`config.mk`:
```
export PLATFORM = sky130hd
export DESIGN_NAME = posit_mult
export DESIGN_NICKNAME = d
export VERILOG_FILES = /design/src/rtl/posit_pkg.sv /design/src/rtl/posit_extract.sv /design/src/rtl/posit_mult.sv
export SDC_FILE = /design/constraint.sdc
export NUM_CORES = 2
export LEC_CHECK = 0
export ABC_CLOCK_PERIOD_IN_PS = 11100
export CAP_MARGIN = 30
export CORE_ASPECT_RATIO = 1.75
export CORE_MARGIN = 2
export CORE_UTILIZATION = 48
export CTS_CLUSTER_SIZE = 16
export DETAILED_ROUTE_END_ITERATION = 12
export GPL_TIMING_DRIVEN = 0
export PLACE_DENSITY_LB_ADDON = 0.08
export SYNTH_ARGS = -nofsm -noshare
export SYNTH_HDL_FRONTEND = slang
export SYNTH_SLANG_ARGS = --single-unit
```
`constraint.sdc`:
```
create_clock -name clk -period 11.1 [get_ports clk]
set_input_delay 2.775 -clock clk [delete_from_list [all_inputs] [get_ports clk]]
set_output_delay 2.775 -clock clk [all_outputs]
set_load 0.02 [all_outputs]
```
`src/rtl/posit_pkg.sv`:
```
// Shared constants, decoded-operand struct and helpers for the 32-bit posit
// (es = 2) multiplier datapath.
package posit_pkg;

  localparam int unsigned N       = 32;
  localparam int unsigned ES      = 2;
  localparam int unsigned BODY_W  = N - 1;          // magnitude bits after the sign
  localparam int unsigned RUN_W   = 6;              // regime run length 0..31
  localparam int unsigned K_W     = 7;              // signed regime value -31..30
  localparam int unsigned FRAC_W  = N - 3 - ES;     // widest possible fraction field
  localparam int unsigned MANT_W  = FRAC_W + 1;     // fraction with hidden one
  localparam int unsigned PROD_W  = 2 * MANT_W;     // full mantissa product
  localparam int unsigned SCALE_W = 10;             // signed scale (power of two)

  localparam logic [N-1:0] POSIT_ZERO   = N'(0);
  localparam logic [N-1:0] POSIT_NAR    = {1'b1, {(N-1){1'b0}}};
  localparam logic [N-1:0] POSIT_MAXPOS = {1'b0, {(N-1){1'b1}}};
  localparam logic [N-1:0] POSIT_MINPOS = N'(1);

  // |scale| at which the regime fills the whole word: maxpos = 2^120.
  localparam logic signed [SCALE_W-1:0] SCALE_SAT = SCALE_W'((N - 2) * (1 << ES));

  typedef struct packed {
    logic                  sign;
    logic                  zero;
    logic                  nar;
    logic signed [K_W-1:0] k;
    logic [ES-1:0]         exp;
    logic [MANT_W-1:0]     mant;
  } posit_dec_t;

  // Power-of-two scale of a decoded operand: k * 2^ES + e.
  function automatic logic signed [SCALE_W-1:0] posit_scale(
    input logic signed [K_W-1:0] k,
    input logic [ES-1:0]         e
  );
    logic signed [K_W+ES-1:0] ke;
    ke = {k, e};
    return SCALE_W'(ke);
  endfunction

endpackage

```
`src/rtl/posit_extract.sv`:
```
// Combinational posit decoder: sign, special values, regime run, exponent
// and hidden-one mantissa.
module posit_extract
  import posit_pkg::*;
(
  input  logic [N-1:0] posit_i,
  output posit_dec_t   dec_o
);

  logic [BODY_W-1:0]     body;
  logic                  rbit;
  logic [RUN_W-1:0]      run;
  logic                  run_on;
  logic [BODY_W-3:0]     tail;
  logic signed [K_W-1:0] run_s;

  // Absolute value, leading-run count, then strip regime+terminator.
  always_comb begin
    body   = posit_i[N-1] ? (~posit_i[N-2:0] + BODY_W'(1)) : posit_i[N-2:0];
    rbit   = body[BODY_W-1];
    run    = '0;
    run_on = 1'b1;
    for (int i = BODY_W - 1; i >= 0; i--) begin
      if (run_on && (body[i] == rbit)) run = run + RUN_W'(1);
      else                             run_on = 1'b0;
    end
    // Top two body bits are always regime/terminator; the rest of the run
    // (run - 1 bits) is shifted out here, leaving exponent then fraction.
    tail  = body[BODY_W-3:0] << (run - RUN_W'(1));
    run_s = K_W'(run);

    dec_o.sign = posit_i[N-1];
    dec_o.zero = (posit_i == POSIT_ZERO);
    dec_o.nar  = (posit_i == POSIT_NAR);
    dec_o.k    = rbit ? (run_s - K_W'(1)) : -run_s;
    dec_o.exp  = tail[BODY_W-3 -: ES];
    dec_o.mant = {1'b1, tail[FRAC_W-1:0]};
  end

endmodule

```
`src/rtl/posit_mult.sv`:
```
// Three-stage pipelined posit<32,2> multiplier: decode, multiply, encode.
// Optional macro POSIT_MULT_RNE_EN selects round-to-nearest-even; otherwise
// the product is truncated toward zero magnitude. Both modes saturate to
// maxpos/minpos and never turn a nonzero product into zero or NaR.
module posit_mult
  import posit_pkg::*;
(
  input  logic         clk,
  input  logic         rst,
  input  logic [N-1:0] in1,
  input  logic [N-1:0] in2,
  input  logic         start,
  output logic [N-1:0] result,
  output logic         inf,
  output logic         zero,
  output logic         done
);

  localparam int unsigned MAG_W   = N - 1;
  localparam int unsigned NFRAC_W = PROD_W - 1;                  // normalized fraction
  localparam int unsigned ENC_W   = 1 + ES + NFRAC_W + (N - 2);  // regime room below
  localparam int unsigned DROP_W  = ENC_W - MAG_W;

  // Stage 1: decoded operands
  posit_dec_t a_dec, b_dec, a_q, b_q;
  logic       v1_q;

  // Stage 2: product and scale
  logic [PROD_W-1:0]         prod_d, prod_q;
  logic signed [SCALE_W-1:0] scale_d, scale_q;
  logic                      sign2_q, nar2_q, zero2_q, v2_q;

  // Stage 3: encode
  logic                      norm_d;
  logic signed [SCALE_W-1:0] scale_n;
  logic signed [SCALE_W-1:0] k_enc;
  logic [NFRAC_W-1:0]        frac_n;
  logic                      rbit;
  logic [RUN_W-1:0]          run_n;
  logic [ENC_W-1:0]          base;
  logic [ENC_W-1:0]          shifted;
  logic [MAG_W-1:0]          mag;
`ifdef POSIT_MULT_RNE_EN
  logic                      guard;
  logic                      sticky;
`endif
  logic [N-1:0]              result_d, result_q;
  logic                      inf_d, inf_q, zero_d, zero_q, done_q;

  posit_extract u_dec_a (.posit_i(in1), .dec_o(a_dec));
  posit_extract u_dec_b (.posit_i(in2), .dec_o(b_dec));

  // Stage 1 registers: decoded operands and valid.
  always_ff @(posedge clk or posedge rst) begin
    if (rst) begin
      a_q  <= '0;
      b_q  <= '0;
      v1_q <= 1'b0;
    end else begin
      a_q  <= a_dec;
      b_q  <= b_dec;
      v1_q <= start;
    end
  end

  // Stage 2 next-state: 28x28 mantissa product and summed scale.
  always_comb begin
    prod_d  = PROD_W'(a_q.mant) * PROD_W'(b_q.mant);
    scale_d = posit_scale(a_q.k, a_q.exp) + posit_scale(b_q.k, b_q.exp);
  end

  // Stage 2 registers.
  always_ff @(posedge clk or posedge rst) begin
    if (rst) begin
      prod_q  <= '0;
      scale_q <= '0;
      sign2_q <= 1'b0;
      nar2_q  <= 1'b0;
      zero2_q <= 1'b0;
      v2_q    <= 1'b0;
    end else begin
      prod_q  <= prod_d;
      scale_q <= scale_d;
      sign2_q <= a_q.sign ^ b_q.sign;
      nar2_q  <= a_q.nar | b_q.nar;
      zero2_q <= a_q.zero | b_q.zero;
      v2_q    <= v1_q;
    end
  end

  // Stage 3 next-state: normalize, build regime/exponent/fraction, round,
  // saturate, apply sign and special cases.
  always_comb begin
    result_d = POSIT_ZERO;
    inf_d    = 1'b0;
    zero_d   = 1'b0;

    norm_d  = prod_q[PROD_W-1];
    scale_n = norm_d ? (scale_q + SCALE_W'(1)) : scale_q;
    frac_n  = norm_d ? prod_q[PROD_W-2:0] : {prod_q[PROD_W-3:0], 1'b0};
    k_enc   = scale_n >>> ES;
    rbit    = ~k_enc[SCALE_W-1];
    // Number of identical regime bits before the terminator.
    run_n   = rbit ? RUN_W'(k_enc + SCALE_W'(1)) : RUN_W'(-k_enc);

    // Terminator sits at the top; shifting right by the run length leaves
    // room for the run, which is then filled with ones for positive k.
    base    = {~rbit, scale_n[ES-1:0], frac_n, {(N-2){1'b0}}};
    shifted = base >> run_n;
    if (rbit) shifted = shifted | ~({ENC_W{1'b1}} >> run_n);
    mag     = MAG_W'(shifted >> DROP_W);

`ifdef POSIT_MULT_RNE_EN
    guard  = shifted[DROP_W-1];
    sticky = |shifted[DROP_W-2:0];
    if (guard && (sticky || mag[0])) mag = mag + MAG_W'(1);
`endif

    if (scale_n >= SCALE_SAT)       mag = POSIT_MAXPOS[MAG_W-1:0];
    else if (scale_n <= -SCALE_SAT) mag = POSIT_MINPOS[MAG_W-1:0];

    if (nar2_q) begin
      result_d = POSIT_NAR;
      inf_d    = 1'b1;
    end else if (zero2_q) begin
      result_d = POSIT_ZERO;
      zero_d   = 1'b1;
    end else begin
      result_d = sign2_q ? -{1'b0, mag} : {1'b0, mag};
    end
  end

  // Stage 3 output registers.
  always_ff @(posedge clk or posedge rst) begin
    if (rst) begin
      result_q <= '0;
      inf_q    <= 1'b0;
      zero_q   <= 1'b0;
      done_q   <= 1'b0;
    end else begin
      result_q <= result_d;
      inf_q    <= inf_d;
      zero_q   <= zero_d;
      done_q   <= v2_q;
    end
  end

  assign result = result_q;
  assign inf    = inf_q;
  assign zero   = zero_q;
  assign done   = done_q;

endmodule

```
==> run_summary.xml <==
<?xml version="1.0" encoding="UTF-8"?>
<metrics>
  <group name="clock_network">
    <metric name="cts.hold.buffers_added" unit="">0</metric>
    <metric name="clockRootBuffer" unit="">sky130_fd_sc_hd__clkbuf_16</metric>
    <metric name="cts.reportedPaths.clkPinSlew" unit="ns">0.07</metric>
    <metric name="ctsHtreeMaxLevel" unit="">4</metric>
    <metric name="clkLatencyLatePin" unit="ns">0.50</metric>
    <metric name="cts_tree" unit="">yes</metric>
    <metric name="cts-buffers-inserted" unit="">17</metric>
    <metric name="max_buffers_root_to_sink" unit="">2</metric>
    <metric name="cts_sinks" unit="">159</metric>
  </group>
  <group name="logic_synthesis">
    <metric name="synth_enable_flop_cells" unit="">0</metric>
    <metric name="yosysUniqueCellTypes" unit="">120</metric>
    <metric name="synthesis.instances" unit="">5412</metric>
    <metric name="synthesized_cell_area" unit="um^2">44500</metric>
    <metric name="syn_area_per_cell" unit="um^2">8.22</metric>
    <metric name="ys_async_sr_fraction" unit="">1.00</metric>
    <metric name="yosys_most_used_dff" unit="">sky130_fd_sc_hd__dfrtp_1</metric>
    <metric name="postSynthRegisterBits" unit="">159</metric>
    <metric name="yosysWarningCount" unit="">0</metric>
    <metric name="mappedNetlistNets" unit="">6428</metric>
    <metric name="fraction_of_the_yosys_area_taken_by_sequential_cells" unit="">0.0894</metric>
  </group>
  <group name="setup_path">
    <metric name="worst_setup_path_start_kind" unit="">input port</metric>
    <metric name="worstRegToRegCells" unit="">35</metric>
    <metric name="worst-r2r-setup-slack" unit="ns">0.25</metric>
    <metric name="max_stage_delay" unit="ns">0.53</metric>
    <metric name="worst-path-max-fanout" unit="">10</metric>
    <metric name="crit_path_start" unit="">in1[14]</metric>
    <metric name="worstSetupPathType" unit="">input port to register</metric>
    <metric name="critical_path_end_type" unit="">register</metric>
    <metric name="critPathCapture" unit="">a_q[28]</metric>
    <metric name="r2r_path_start" unit="">a_q[8]</metric>
    <metric name="timing.critical_path.required" unit="ns">11.51</metric>
    <metric name="crit_slowest_cell" unit="">sky130_fd_sc_hd__clkdlybuf4s50_1</metric>
    <metric name="regToRegEndpoint" unit="">prod_q[54]</metric>
    <metric name="crit_path_dat" unit="ns">20.96</metric>
    <metric name="critical_path_most_common_cell" unit="">sky130_fd_sc_hd__ha_4</metric>
  </group>
  <group name="place">
    <metric name="place_inst" unit="">6720</metric>
    <metric name="routabilityCongestion" unit="">0.981</metric>
    <metric name="dp_hpwl" unit="um">134000</metric>
    <metric name="port_buffers" unit="">91</metric>
  </group>
  <group name="floorplanning">
    <metric name="die_height" unit="um">407</metric>
    <metric name="initial_standard_cell_utilization_of_the_core" unit="">0.485</metric>
    <metric name="die_area" unit="um^2">95300</metric>
    <metric name="pin_count" unit="">102</metric>
    <metric name="die_w" unit="um">234</metric>
    <metric name="std_cell_rows" unit="">147</metric>
    <metric name="core_area" unit="um^2">91800</metric>
  </group>
  <group name="detailed_routing">
    <metric name="postRouteAntennaNets" unit="">0</metric>
    <metric name="violation_count_after_the_first_detailed_routing_iteration" unit="">2749</metric>
    <metric name="detailedRoute.firstPassIterationCount" unit="">8</metric>
    <metric name="avgRoutedWirePerCell" unit="um">24.0</metric>
    <metric name="vias_per_cell" unit="">5.83</metric>
    <metric name="drcViolationCount" unit="">0</metric>
    <metric name="drt_wl_total" unit="um">168000</metric>
    <metric name="vias" unit="">40906</metric>
  </group>
  <group name="timing">
    <metric name="final_worst_setup_slack" unit="ns">-9.45</metric>
    <metric name="rsz0062_at_grt" unit="">true</metric>
    <metric name="max_freq" unit="MHz">48.7</metric>
    <metric name="slew_violations" unit="">0</metric>
    <metric name="slew_headroom" unit="">0.261</metric>
    <metric name="finalSetupViolCount" unit="">70</metric>
    <metric name="final_period_minus_worst_setup_slack" unit="ns">20.55</metric>
    <metric name="finalHoldViolCount" unit="">0</metric>
    <metric name="clock-skew-final" unit="ns">0.0229</metric>
    <metric name="period_share" unit="">1.85</metric>
    <metric name="tightest_slew" unit="ns">1.11</metric>
  </group>
  <group name="global_route">
    <metric name="grt_pass1_vias" unit="">42676</metric>
    <metric name="largest_net_degree_at_the_start_of_global_routing" unit="">101</metric>
    <metric name="grt_remaining_overflow" unit="">0</metric>
    <metric name="grt_first_pass_wirelength" unit="um">254000</metric>
    <metric name="grt_antenna_before_repair" unit="">6</metric>
    <metric name="grt.total_usage" unit="">0.359</metric>
  </group>
  <group name="run">
    <metric name="drv_cap" unit="">0</metric>
  </group>
  <group name="run_status">
    <metric name="failed_checks" unit="">setup timing</metric>
    <metric name="run_status" unit="">complete, but fails checks</metric>
  </group>
  <group name="finish">
    <metric name="area_delta_synth_final" unit="%">20.4</metric>
    <metric name="finalNonFillerCells" unit="">7013</metric>
    <metric name="layout-drive-gt1-share" unit="">0.160</metric>
    <metric name="final_nets" unit="">6818</metric>
  </group>
  <group name="worst_hold_path">
    <metric name="hold_path.class" unit="">register to register</metric>
  </group>
</metrics>
-- cells in the mapped netlist (34+ instances only) --
cell / count / area share
sky130_fd_sc_hd__or3_1: 38 / 0.0053
sky130_fd_sc_hd__buf_1: 37 / 0.0031
sky130_fd_sc_hd__mux2i_1: 205 / 0.046
sky130_fd_sc_hd__and3_1: 34 / 0.0048
sky130_fd_sc_hd__inv_1: 799 / 0.067
sky130_fd_sc_hd__nor2_1: 312 / 0.026
sky130_fd_sc_hd__dfrtp_1: 159 / 0.089
sky130_fd_sc_hd__nor3_1: 97 / 0.011
sky130_fd_sc_hd__a21oi_1: 194 / 0.022
sky130_fd_sc_hd__o21ai_0: 165 / 0.019
sky130_fd_sc_hd__nand2_1: 919 / 0.078
sky130_fd_sc_hd__and2_1: 209 / 0.029
sky130_fd_sc_hd__nand2b_1: 42 / 0.0059
sky130_fd_sc_hd__mux2_2: 41 / 0.010
sky130_fd_sc_hd__ha_1: 275 / 0.077
sky130_fd_sc_hd__fa_1: 674 / 0.30
sky130_fd_sc_hd__xor2_1: 105 / 0.021
sky130_fd_sc_hd__clkbuf_1: 235 / 0.020
sky130_fd_sc_hd__a211oi_1: 41 / 0.0069
sky130_fd_sc_hd__nor2b_1: 42 / 0.0059
sky130_fd_sc_hd__xnor2_1: 149 / 0.029
sky130_fd_sc_hd__nand3_1: 95 / 0.011
-- layout by cell type (no fill, tap or decap), drive strengths merged, types with 23 or more instances in the layout --
cell / netlist / layout
o21ai: 174 / 174
clkbuf: 235 / 244
nand2b: 42 / 42
or3: 38 / 38
xor2: 112 / 112
buf: 63 / 372
nand3: 95 / 95
a21o: 30 / 30
nor3: 103 / 103
nand2: 919 / 919
a31oi: 25 / 25
or2: 33 / 33
mux2: 43 / 43
xnor2: 164 / 164
and3: 34 / 34
ha: 275 / 275
a211oi: 42 / 42
mux2i: 206 / 206
and2: 212 / 212
a21oi: 199 / 199
nor2: 316 / 316
o31ai: 31 / 31
nor2b: 42 / 42
nor4: 29 / 29
dfrtp: 159 / 159
fa: 674 / 674
nand4: 23 / 23
clkdlybuf4s50: 0 / 44
inv: 799 / 804
-- through the flow --
| step | instance area (um^2) | hold WS [ns] | setup TNS (ns) | util | worst slack [ns] |
|---|---|---|---|---|---|
| finish | 53600 | 0.349 | -603.80 | 0.584 | -9.45 |
| global route | 53600 | 0.362 | -659.16 | 0.584 | -10.25 |
| CTS | 52400 | 0.351 | -593.57 | 0.571 | -9.25 |
| detailed placement | 48100 | 0.335 | -798.72 | 0.524 | -12.03 |
| global placement | 47800 | 0.333 | -787.90 | 0.520 | -11.83 |
| floorplan | 45400 | 0.331 | -597.82 | - | -9.40 |
-- metal layers --
layer / global-route usage / vias to the layer above / routed length, um
met4: 0.274 / 4 / 15600
li1: - / 18179 / -
met5: 0 / - / 29
met1: 0.387 / 20357 / 57600
met2: 0.636 / 1692 / 85700
met3: 0.0451 / 674 / 9400
-- worst min path at each step --
stage                     start   end  cells after the start
final                      v1_q  v2_q                      0
after global routing       v2_q  done                      0
after CTS                  v1_q  v2_q                      0
after detailed placement   v1_q  v2_q                      0
after global placement     v1_q  v2_q                      0
after floorplan            v2_q  done                      0
-- timing repair --
| action | in CTS | in global routing |
|---|---|---|
| gates resized for setup | 501 | 210 |
| buffers inserted | 202 | 56 |
| pin swaps | 197 | 127 |
| endpoints found under the setup margin | 74 | 76 |
| gates cloned | 7 | 0 |
-- worst max-delay path: cells and delay by family --
family / cells / cell delay, ns
AO/OA/AOI/OAI: 24 / 4.20
AND/OR/NAND/NOR: 19 / 2.07
XOR/XNOR: 4 / 0.82
adder cells (fa/ha/maj): 24 / 6.21
buffers and inverters: 8 / 1.39
multiplexers: 15 / 3.46
-- cell type report --
class	count	area, um^2
multi-input cells	4151	39300
fillers	8358	38200
flip-flops and latches	159	3980
repair buffers	380	3590
inverters	804	3040
plain buffers	289	1560
well taps	1192	1490
clock buffers	18	439
clock inverters	14	181
diodes	6	15.0
-- cells by family after synthesis --
logic type,Yosys count,share of synthesized area
buffers and inverters,1102,0.0943
AND/OR/NAND/NOR,1942,0.204
other,1,0.0000843
multiplexers,255,0.0603
XOR/XNOR,289,0.0655
AO/OA/AOI/OAI,714,0.106
flip-flops,159,0.0894
adder cells (fa/ha/maj),950,0.381
-- state kept, by name (all words and copies together), names as in the netlist --
signal	flops
zero	1
zero2_q	1
result	32
prod_q	30
sign2_q	1
nar2_q	1
done	1
v2_q	1
v1_q	1
scale_q	10
inf	1
b_q	39
a_q	40
Power is left out: the tool's default activity adds up to more than one toggle a clock period on the data nets, which glitch-free logic cannot reach.
